--- src/rtl/fetcher.sv ---
// Instruction fetch stage: reads one 32-bit word per start pulse.
// Misaligned PCs, bus access faults and bus timeouts come back as exceptions carrying a NOP payload.
module fetcher #(
  parameter int unsigned TIMEOUT = 255,
  parameter logic [31:0] NOP     = 32'h0000_0013
) (
  input  logic        clk,
  input  logic        rstn,
  input  logic        enabled,
  output logic        completed,
  output logic        busy,
  input  logic [31:0] pc,
  output logic        mem_req,
  output logic [31:0] mem_addr,
  input  logic        mem_ack,
  input  logic [31:0] mem_rdata,
  input  logic        mem_err,
  output logic [31:0] pc_out,
  output logic [31:0] instr_raw,
  output logic        exception,
  output logic [3:0]  cause
);

  typedef enum logic [1:0] {IDLE, WAIT_MEM, DONE} state_t;

  localparam int unsigned CW        = (TIMEOUT < 1) ? 1 : $clog2(TIMEOUT + 1);
  localparam logic [CW-1:0] CNT_MAX = '1;
  localparam logic [CW-1:0] CNT_LAST = (TIMEOUT == 0) ? '0 : CW'(TIMEOUT - 1);

  state_t        state, state_d;
  logic [CW-1:0] cnt;
  logic          take, mis, fin, fault;

  always_comb begin
    state_d = state;
    take    = 1'b0;
    mis     = 1'b0;
    fin     = 1'b0;
    fault   = 1'b0;
    case (state)
      IDLE: begin
        if (enabled) begin
          if (pc[1:0] == 2'b00) begin
            state_d = WAIT_MEM;
            take    = 1'b1;
          end else begin
            state_d = DONE;
            mis     = 1'b1;
          end
        end
      end
      WAIT_MEM: begin
        // an ack in the final watchdog cycle still wins over the timeout
        if (mem_ack) begin
          state_d = DONE;
          fin     = 1'b1;
          fault   = mem_err;
        end else if (TIMEOUT != 0 && cnt == CNT_LAST) begin
          state_d = DONE;
          fin     = 1'b1;
          fault   = 1'b1;
        end
      end
      DONE:    state_d = IDLE;
      default: state_d = IDLE;
    endcase
  end

  always_ff @(posedge clk or negedge rstn) begin
    if (!rstn) begin
      state     <= IDLE;
      completed <= 1'b0;
      busy      <= 1'b0;
      mem_req   <= 1'b0;
      mem_addr  <= '0;
      pc_out    <= '0;
      instr_raw <= NOP;
      exception <= 1'b0;
      cause     <= '0;
      cnt       <= '0;
    end else begin
      state     <= state_d;
      completed <= (state_d == DONE);
      busy      <= (state_d != IDLE);
      mem_req   <= (state_d == WAIT_MEM);
      if (take) begin
        mem_addr <= pc;
        pc_out   <= pc;
        cnt      <= '0;
      end
      if (mis) begin
        pc_out    <= pc;
        instr_raw <= NOP;
        exception <= 1'b1;
        cause     <= 4'd0;
      end
      if (fin) begin
        instr_raw <= fault ? NOP : mem_rdata;
        exception <= fault;
        cause     <= fault ? 4'd1 : 4'd0;
      end
      if (state == WAIT_MEM && !fin && cnt != CNT_MAX)
        cnt <= cnt + 1'b1;
    end
  end

endmodule

--- config.mk ---
export PLATFORM = sky130hd
export DESIGN_NAME = fetcher
export DESIGN_NICKNAME = d
export VERILOG_FILES = /design/src/rtl/fetcher.sv
export SDC_FILE = /design/constraint.sdc
export NUM_CORES = 1
export LEC_CHECK = 0
export ABC_AREA = 1
export BUFFER_PORTS_ARGS = -buffer_cell sky130_fd_sc_hd__buf_2
export CAP_MARGIN = 15
export CORE_ASPECT_RATIO = 0.6
export CORE_MARGIN = 8
export CORE_UTILIZATION = 30
export CTS_CLUSTER_SIZE = 16
export DETAILED_ROUTE_END_ITERATION = 6
export PLACE_DENSITY = 0.58
export SYNTH_ARGS = -nofsm -noshare
export SYNTH_HDL_FRONTEND = slang
export SYNTH_SLANG_ARGS = --single-unit
export TNS_END_PERCENT = 5
--- constraint.sdc ---
create_clock -name clk -period 3.4 [get_ports clk]
set_input_delay 0.51 -clock clk [delete_from_list [all_inputs] [get_ports clk]]
set_output_delay 0.51 -clock clk [all_outputs]
set_load 0.01 [all_outputs]
# Word-level counts from Yosys, hierarchy flattened
# Index checks and enable logic that the tools add are counted.
[op_classes] addsub=1 n_eq_ne=5 mux=28 n_reduce_logical=9
[ops] operator="two-way mux 32 bit" count=5
[ops] operator="two-way mux 8 bit" count=2
[ops] operator="two-way mux 1 bit" count=14
[ops] operator="adder 8 x 1 -> 8 bit, second input constant" count=1
[ops] operator="equality test 8 bit, second input constant" count=1
[ops] operator="two-way mux 2 bit" count=4
[ops] operator="two-way mux 4 bit" count=2
[ops] operator="!= test 8 bit, second input constant" count=1
[ops] operator="nonzero test 2 bit" count=4
[ops] operator="equality test 2 x 1 -> 1 bit, second input constant" count=2
[ops] operator="zero test 2 bit" count=2
[ops] operator="case mux 2 bit (2 select lines)" count=1
[ops] operator="equality test 2 bit, second input constant" count=1
[ops] operator="logical AND 1 bit" count=2
[ops] operator="zero test 1 bit" count=1
[totals] reg_bits=114 inputBits=69 out_inout_bits=104 word_cells=53

# Logic depth before layout (Yosys ltp)
[depth] depth_word=8 ltp_mapped=10 mapped_depth_nobuf=10

# Worst setup path before layout
# OpenSTA, ideal clock, no wires.
[synth_path] path_kind="input -> register" startpoint="input enabled" endpoint="register cnt[0]" setup_ns=0.119 t_arrival_ns=1.204 t_required_ns=3.281 setup_slack_ns=2.076 stages=6 path_buffers=1 path_cell_list="inv_1 -> nor3_4 -> nand2_2 -> buf_2 -> nand3_1 -> nand2_1"
[synth_via] elab_chain_len=3
[synth_lines] item="from (decl)" line_no="9" text="input logic enabled,"
[synth_lines] item="two-way mux 1 bit" line_no="42" text="if (enabled) begin"
[synth_lines] item="two-way mux 1 bit" line_no="40" text="case (state)"
[synth_lines] item="nonzero test 2 bit (no source line)"
[synth_lines] item="to (signal assigned)" line_no="103" text="cnt <= cnt + 1'b1;"
[synth_lines] item="to (decl)" line_no="31" text="logic [CW-1:0] cnt;"
# Every way passes these cells.
# A chain may end at the register's enable or synchronous reset.

# Worst setup path after layout
[layout_path] startpoint="register state[1]" endpoint="register mem_addr[5]"
[layout_via] elab_chain_len=2
[layout_lines] item="from (decl)" line_no="30" text="state_t state, state_d;"
[layout_lines] item="from (signal assigned)" line_no="82" text="state <= state_d;"
[layout_lines] item="zero test 2 bit" line_no="40"
[layout_lines] item="two-way mux 1 bit" line_no="40"
[layout_lines] item="to (signal assigned)" line_no="87" text="mem_addr <= pc;"
[layout_lines] item="to (decl)" line_no="14" text="output logic [31:0] mem_addr,"
# Every way passes these cells.

==> results.txt <==
Hold Path Class: primary input to asynchronous set/reset pin
Worst Path Required: 3620 ps
Post-CTS Setup Repair Bufs: 0
Die area: 0.01914 mm^2
Critical-path maximum fanout: 38
Worst VDD drop: 236.3 uV
GRT Total Usage: 0.1248
Clock buffer depth: 2
Buf/Inv on CP: 1
Highest-delay cell along the critical path: nand2_2
Final #Nets: 715
Initial core utilization: 0.3072
Area grow syn2layout: 28.35%
Synth top area share: 0.6064
Yosys reg bits: 111
Synth area leader: dfrtp_1
Worst-Margin Slew: 1030 ps
Mapped Cells: 483
First drt pass iteration count: 4
Rel. slew slack: 0.3123
Cell Pwr Density: 592.3 mW/mm^2
Resized cells post-CTS: 0
Top delay family on crit path: simple AND/OR/NAND/NOR gates
Max stage delay on crit path: 450 ps
CTS H-tree depth: 3
Worst-path clk slew: 70 ps
Number of synthesized flops with an enable pin: 0
Status: completed
# hold bufs at CTS: 0
Largest cells by area after synthesis: dfrtp_1 61%, nand2_1 14%, o21ai_1 6.7%, nand3_1 4.4%, inv_1 4.0%
Synth cell count leaders: 162 x nand2_1, 108 x dfrtp_1, 60 x o21ai_1
Slew Limit Fails: 0
Largest net degree at the start of global routing: 63
Initial antenna violation count: 0
CTS tree: yes
Final Hold Fails: 0
Ant diodes: 0
MaxCap Viol Count: 0
Most frequent cell after synthesis: nand2_1
Setup_tns: 0 ps
Die H: 110.4 um
Leakage power: 3.319 nW
Post-route ant nets: 0
Routed via count: 3662
Final setup vio count: 0
R2r setup slk: 1450 ps
Yosys warns: 0
Fraction of registers with async set/reset: 1.000
Worst-Skew Late Latency: 350 ps
Tcrit/Tclk final: 0.5738
IO Pins: 173
GRT overflow: 0
Crit. End Element: flop
Routed wire per std cell: 14.13 um
RSZ-0062 raised after global routing: false
Max Clock Freq: 512.6 MHz
Post-synth top flop: dfrtp_1
IO Port Bufs: 169
Post-synthesis cell area: 0.004457 mm^2
Crit Path Class: flop to flop
Number of library cell types mapped by synthesis: 25
CP cell instances: nor3_4, nand2_2, buf_4, nand2_1, o21ai_1
GPL Wtd Cong: 0.8011
Initial DRC count: 278
Sequential fraction of the synthesis area: 0.6241
Vias per cell: 4.323
Vias in the first global route: 3820
Post-DP HPWL: 8934 um
Crit path launch type: flop
Clock sinks: 111
Final Total Pwr: 0.003388 W
Proportion of layout cells with a drive suffix above 1: 0.3128
Avg Cell Area, Syn: 9.227 um^2
Arr. time, crit path: 2170 ps
Post-layout min period: 1951 ps
Root Driver: clkbuf_16
Total CTS buffers: 9
First-pass GRT wire length: 19890 um
Routed wire length: 11970 um
Die width: 173.4 um
Core area: 0.01451 mm^2
DRC violations left: 0
Clk_skew: 5.482 ps
Row count: 34
==> placed cells by master, fill, tap and decap left out <==
| cell | count |
|---|---|
| nor2_4 | 1 |
| nor3_4 | 1 |
| buf_4 | 5 |
| dfstp_2 | 3 |
| ha_1 | 2 |
| xor2_1 | 3 |
| o21ai_2 | 1 |
| clkbuf_16 | 9 |
| inv_6 | 2 |
| dfrtp_1 | 108 |
| inv_8 | 1 |
| a21oi_2 | 1 |
| inv_1 | 48 |
| nand4_1 | 2 |
| conb_1 | 3 |
| clkinv_2 | 1 |
| inv_2 | 1 |
| nand2_4 | 1 |
| o21ai_1 | 60 |
| nand3_1 | 39 |
| nand2_1 | 162 |
| o21bai_1 | 1 |
| nand2_2 | 4 |
| clkbuf_1 | 1 |
| nor2_1 | 16 |
| xnor2_1 | 1 |
| nor2_2 | 2 |
| clkinv_4 | 2 |
| buf_2 | 168 |
==> sequential cells by signal (all words and copies together) (netlist names) <==
| register | flops |
|---|---|
| instr_raw | 32 |
| cause | 1 |
| exception | 1 |
| cnt | 8 |
| state | 2 |
| busy | 1 |
| mem_addr | 32 |
| pc_out | 32 |
| mem_req | 1 |
| completed | 1 |
==> through the flow <==
stage            util  cells  setup slack, ps  instance area (um^2)  hold WS, ps
4_1_cts        0.3943    847             1408                  5720        272.0
3_3_place_gp   0.3750    831             1370                  5440        457.1
3_5_place_dp   0.3750    831             1290                  5440        458.3
2_1_floorplan       -    485             2076                  4464        214.4
6_report       0.3943    847             1449                  5720        233.3
5_1_grt        0.3943    847             1273                  5720        304.0
==> path summary, 6_finish.rpt <==
| path | start | endpoint | cells past startpoint |
|---|---|---|---|
| worst min register to register | mem_addr[0] | mem_addr[0] | 2 |
| min in group clk | mem_rdata[16] | instr_raw[16] | 3 |
| worst max-delay path | state[1] | mem_addr[5] | 5 |
| max in group asynchronous | rstn | cnt[5] | 2 |
| worst max register to register | state[1] | mem_addr[5] | 5 |
| worst min-delay path | rstn | mem_addr[26] | 1 |
==> cell type report <==
cell class              instances  area (um^2)
fillers                      1484         8786
well taps                     198        247.7
clock inverters                 6        51.30
flip-flops and latches        111         2781
clock buffers                  10        229.0
multi-input cells             300         1349
repair buffers                173        878.3
inverters                      49        183.9
==> routing by layer <==
| metal | vias to the layer above | GRT usage | part of all wire |
|---|---|---|---|
| met1 | 1727 | 0.1658 | 0.48 |
| met3 | 8 | 0.03503 | 0.051 |
| met4 | 0 | 0.02918 | 0.0092 |
| met2 | 100 | 0.1985 | 0.46 |
| met5 | - | 0 | 0 |
| li1 | 1827 | - | - |
==> logic make-up (layout without fill, tap and decap cells) <==
| group | Yosys count | after routing | share of synthesized area |
|---|---|---|---|
| adders and majority gates | 2 | 2 | 0.005614 |
| buffers and inverters | 74 | 238 | 0.07496 |
| xor gates and xnor gates | 4 | 4 | 0.007862 |
| DFF | 111 | 111 | 0.6241 |
| other | 1 | 3 | 0.0008414 |
| and+or+nand+nor | 228 | 228 | 0.2136 |
| AOI/OAI and AO/OA | 63 | 63 | 0.07299 |
==> power by group <==
part / leakage, nW / total [W] / internal [W] / switching (W)
clock: 0.139 / 0.00101 / 0.000510 / 0.000497
sequential: 1.43 / 0.00167 / 0.00154 / 0.000124
combinational: 1.75 / 0.000715 / 0.000286 / 0.000429
total: 3.32 / 0.00339 / 0.00234 / 0.00105
(Power assumes the default switching activity.)
